[src/rtl/stream_splitter.sv]
// rtl/stream_splitter.sv - splits one wide input stream into low/high half-width output streams
// One register stage; no output backpressure, so ready_in is simply "out of reset".
module stream_splitter #(
  parameter int DATA_WIDTH = 64
) (
  input  logic                    clk,
  input  logic                    rst_n,
  input  logic [DATA_WIDTH-1:0]   slave_data,
  input  logic                    valid_in,
  output logic                    ready_in,
  output logic [DATA_WIDTH/2-1:0] data_port1,
  output logic                    valid1,
  output logic [DATA_WIDTH/2-1:0] data_port2,
  output logic                    valid2
);

  localparam int HALF = DATA_WIDTH / 2;

  logic            ready_q;
  logic            valid_q, valid_d;
  logic [HALF-1:0] lo_q, lo_d;
  logic [HALF-1:0] hi_q, hi_d;
  logic            accept;

  assign accept = valid_in & ready_q;

  // Data registers only load on accept, so unknowns on idle cycles never reach the outputs.
  always_comb begin
    valid_d = accept;
    lo_d    = lo_q;
    hi_d    = hi_q;
    if (accept) begin
      lo_d = slave_data[HALF-1:0];
      hi_d = slave_data[DATA_WIDTH-1:HALF];
    end
  end

  // rst_n is active-high despite its name.
  always_ff @(posedge clk or posedge rst_n) begin
    if (rst_n) begin
      ready_q <= 1'b0;
      valid_q <= 1'b0;
      lo_q    <= '0;
      hi_q    <= '0;
    end else begin
      ready_q <= 1'b1;
      valid_q <= valid_d;
      lo_q    <= lo_d;
      hi_q    <= hi_d;
    end
  end

  assign ready_in   = ready_q;
  assign data_port1 = lo_q;
  assign data_port2 = hi_q;
  assign valid1     = valid_q;
  assign valid2     = valid_q;

endmodule

[config.mk]
export PLATFORM = sky130hd
export DESIGN_NAME = stream_splitter
export DESIGN_NICKNAME = d
export VERILOG_FILES = /design/src/rtl/stream_splitter.sv
export SDC_FILE = /design/constraint.sdc
export NUM_CORES = 1
export LEC_CHECK = 0
export ABC_AREA = 1
export CAP_MARGIN = 20
export CORE_MARGIN = 3
export CORE_UTILIZATION = 43
export DETAILED_ROUTE_END_ITERATION = 8
export GPL_ROUTABILITY_DRIVEN = 0
export PLACE_DENSITY = 0.85
export SLEW_MARGIN = 5
export SYNTH_ARGS = -nofsm -noshare
export SYNTH_HDL_FRONTEND = slang
export SYNTH_SLANG_ARGS = --single-unit
[constraint.sdc]
create_clock -name clk -period 7.04 [get_ports clk]
set_clock_uncertainty 0.2 [all_clocks]
set_input_delay 2.112 -clock clk [delete_from_list [all_inputs] [get_ports clk]]
set_output_delay 2.112 -clock clk [all_outputs]
set_load 0.01 [all_outputs]
# --- Yosys cells after proc, flatten, opt, wreduce, memory -nomap -nowiden ---
# Cells that the tools add are included.
classes:
  addsub: 0
  n_mul: 0
  div_mod_pow: 0
  n_lt_le_gt_ge: 0
  eq_ne: 0
  shifts: 0
  mux: 0
  n_bitwise: 1
  n_reduce_logical: 0
op_table:
  columns: ["cell", "count"]
  rows:
  - ["1-bit AND", 1]
totals:
  reg_bits: 66
  latchBits: 0
  ram_bits: 0
  mem_bits_ro: 0
  input_bits: 67
  mem_count: 0

# --- Logic depth before layout (Yosys ltp) ---
depth:
  depth_word: 1
  mapped_depth: 5
  ltp_nobuf: 3

# --- Least setup slack after synthesis ---
# OpenSTA, ideal clock, no wires.
synth_path:
  kind: "input-to-reg"
  start: "input port valid_in"
  end: "register lo_q[10], in the netlist data_port1[10]"
  t_arrival_ns: 2.548
  required_time_ns: 6.723
  slack_ns: 4.175
  cell_stages: 5
  path_buffers: 2
  cell_sequence: "nand2_1 > buf_4 > buf_6 > nand2_1 > nand2_1"
synth_between:
  elab_chain_cells: 1
synth_rtl:
  columns: ["element", "line", "text"]
  rows:
  - ["start: declaration", "9", "input logic valid_in,"]
  - ["1-bit AND", "25", "assign accept = valid_in & ready_q;"]
  - ["end signal: assignment", "48", "lo_q <= lo_d;"]
  - ["end: declaration", "21", "logic [HALF-1:0] lo_q, lo_d;"]
# No other way between the ends.
# A chain may end at the register's enable or synchronous reset.

# --- Worst setup path after layout ---
layout_path:
  start: "register ready_q, in the netlist ready_in"
  end: "output port ready_in"
layout_lines:
  columns: ["element", "line", "text"]
  rows:
  - ["start: declaration", "19", "logic ready_q;"]
  - ["start signal: assignment", "41", "ready_q <= 1'b0;"]
  - ["start signal: assignment", "46", "ready_q <= 1'b1;"]
  - ["end: declaration", "10", "output logic ready_in,"]
# No word-level cell between the ends.

==> flow_metrics.env <==
export IMPL_clk_path_buf_depth=2
export IMPL_grt_pass1_wl_mm=11.4
export IMPL_nNetsFinal=477
export IMPL_total_power_uw=958
export IMPL_dr_pass1_iters=4
export IMPL_post_route_period_util_pct=58.7
export IMPL_maxSlewHeadroom_pct=46.9
export IMPL_cts_tree="done"
export IMPL_peakVddDrop_uv=133
export IMPL_drv_slew=0
export IMPL_ys_warn_count=0
export IMPL_worst_setup_path_type="flip-flop to output port"
export IMPL_routed_wl_mm=6.91
export IMPL_synth_cell_area_sq_mm=0.00267
export IMPL_report_final_setup_viol=0
export IMPL_viasPerCell=4.91
export IMPL_drive_gt1_share_pct=5.07
export IMPL_status="completed"
export IMPL_max_freq_mhz=242
export IMPL_drtIter0Drc=114
export IMPL_ys_types=8
export IMPL_ctsResizeCount=0
export IMPL_grt_pass1_vias=2372
export IMPL_htreeDepth=3
export IMPL_insertion_delay_ns=0.31
export IMPL_syn_to_final_growth_pct=55.0
export IMPL_hp_class="flip-flop to flip-flop"
export IMPL_track_usage_pct=19.8
export IMPL_stdcell_count=489
export IMPL_die_y_microns=84.8
export IMPL_die_w_microns=84.8
export IMPL_worstPathMaxFanout=43
export IMPL_fin_ws_ns=2.90
export IMPL_hold_ws_ns=0.274
export IMPL_top_level_ports=134
export IMPL_holdPathEnd="data_port1[2]"
export IMPL_tightest_slew_ns=0.796
export IMPL_start_util_pct=44.8
export IMPL_rsz0062_at_grt="no"
export IMPL_cts_setup_buffers=0
export IMPL_ys_seq_area_share_pct=61.9
export IMPL_hold_violations=0
export IMPL_numCtsBuffers=9
export IMPL_place_hpwl_mm=4.57
export IMPL_p_leak_nw=2.01
export IMPL_antenna_found_initial=0
export IMPL_path_clk_slew_ns=0.07
export IMPL_vias=2402
export IMPL_startpoint="ready_in"
export IMPL_worst_endpoint_required_ns=4.73
export IMPL_ys_ff_latch=66
export IMPL_globalRouteOverflowTotal=0
export IMPL_holdCritStartpoint="data_port1[2]"
export IMPL_grt_max_degree=67
export IMPL_core_sq_mm=0.00596
export IMPL_crit_arrival_ns=1.82
export IMPL_fin_crit_ns=4.14
export IMPL_n_antenna_cell=0
export IMPL_ant_nets=0
export IMPL_dieArea_sq_mm=0.00719
export IMPL_dp_cells=471
export IMPL_worstRegToRegCells=5
export IMPL_synth_nets=351
export IMPL_syn_inst=284
export IMPL_syn_avg_cell_area_sq_um=9.40
export IMPL_placement_rows=28
export IMPL_cts_root_buf="clkbuf_8"
export IMPL_rrSetupSlack_ns=4.95
export IMPL_drc_errors=0
export IMPL_max_cap_viol_count=0
export IMPL_clkSinkCount=66
export IMPL_crit_path_end_kind="output port"
export IMPL_wl_per_cell_microns=14.1
export IMPL_place_ws_ns=2.40
export IMPL_startpoint_type="flip-flop"
export IMPL_cts_hold_buf=0
export IMPL_powerDensity_mw_per_mm2=232
export IMPL_tns_ns=0
export IMPL_r2r_start="ready_in"
export IMPL_io_buffer_count=133
export IMPL_r2r_end="data_port1[1]"
export IMPL_fillCellCount=490
export IMPL_min_path_cells=2
-- placed cells by master (no fill, tap or decap), types with 2 or more instances in the layout --
cell             synthesis  layout
clkbuf_8                 0      11
clkdlybuf4s50_1          0     132
dfrtp_1                 66      65
buf_12                   0       2
clkbuf_1                 1       2
nand3_1                 64      64
nand2_1                129     128
-- per-layer routing --
| metal | up-vias | share of wire (%) | track usage, % |
|---|---|---|---|
| met5 | - | 0 | 0 |
| met4 | 0 | 0.51 | 4.32 |
| met3 | 4 | 7.9 | 7.07 |
| met2 | 105 | 49 | 31.0 |
| met1 | 1143 | 42 | 26.8 |
| li1 | 1150 | - | - |
-- sequential cells by signal, summed over array words and instances (netlist names) --
register    count
data_port1     32
data_port2     32
ready_in        1
valid1          1
-- power by group --
| group | internal, mW | switching, mW |
|---|---|---|
| clock | 0.145 | 0.129 |
| combinational | 0.134 | 0.0957 |
| sequential | 0.426 | 0.0283 |
-- critical path, stage by stage, from the launching register on --
cell             delay, ns
dfrtp_2               0.65
buf_12                0.27
clkdlybuf4s50_1       0.57
-- cell families after synthesis --
group / share of synthesized area, %
buffers and inverters: 7.87
DFF: 61.9
other: 0.140
and+or+nand+nor: 30.1
-- Yosys cell counts, drive strengths merged --
cell    number  area share [%]
clkbuf       1            0.14
inv          2            0.28
nand3       64              12
dfrtp       66              62
buf         21             7.5
conb         1            0.14
nand2      129              18
-- final cells by class --
| cell class | count | area [sq um] | area share [%] |
|---|---|---|---|
| flip-flops and latches | 66 | 1650 | 39.9 |
| repair buffers | 137 | 1400 | 33.9 |
| clock inverters | 2 | 12.5 | 0.302 |
| clock buffers | 13 | 159 | 3.84 |
| multi-input cells | 194 | 811 | 19.6 |
| well taps | 75 | 93.8 | 2.27 |
| inverters | 2 | 7.51 | 0.181 |
-- metrics by stage --
step | area, sq um | utilization (%)
floorplan | 2670 | -
global placement | 3900 | 65.5
detailed placement | 3900 | 65.5
CTS | 4070 | 68.3
global route | 4140 | 69.5
finish | 4140 | 69.5
-- worst max-delay path by stage --
stage / endpoint / slack, ns
6_report: ready_in / 2.90
5_1_grt: ready_in / 2.81
4_1_cts: ready_in / 2.57
3_5_place_dp: data_port1[5] / 2.40
3_3_place_gp: data_port2[24] / 2.49
2_1_floorplan: data_port1[0] / 3.07
Note: power is estimated with default switching activity, not from simulation.
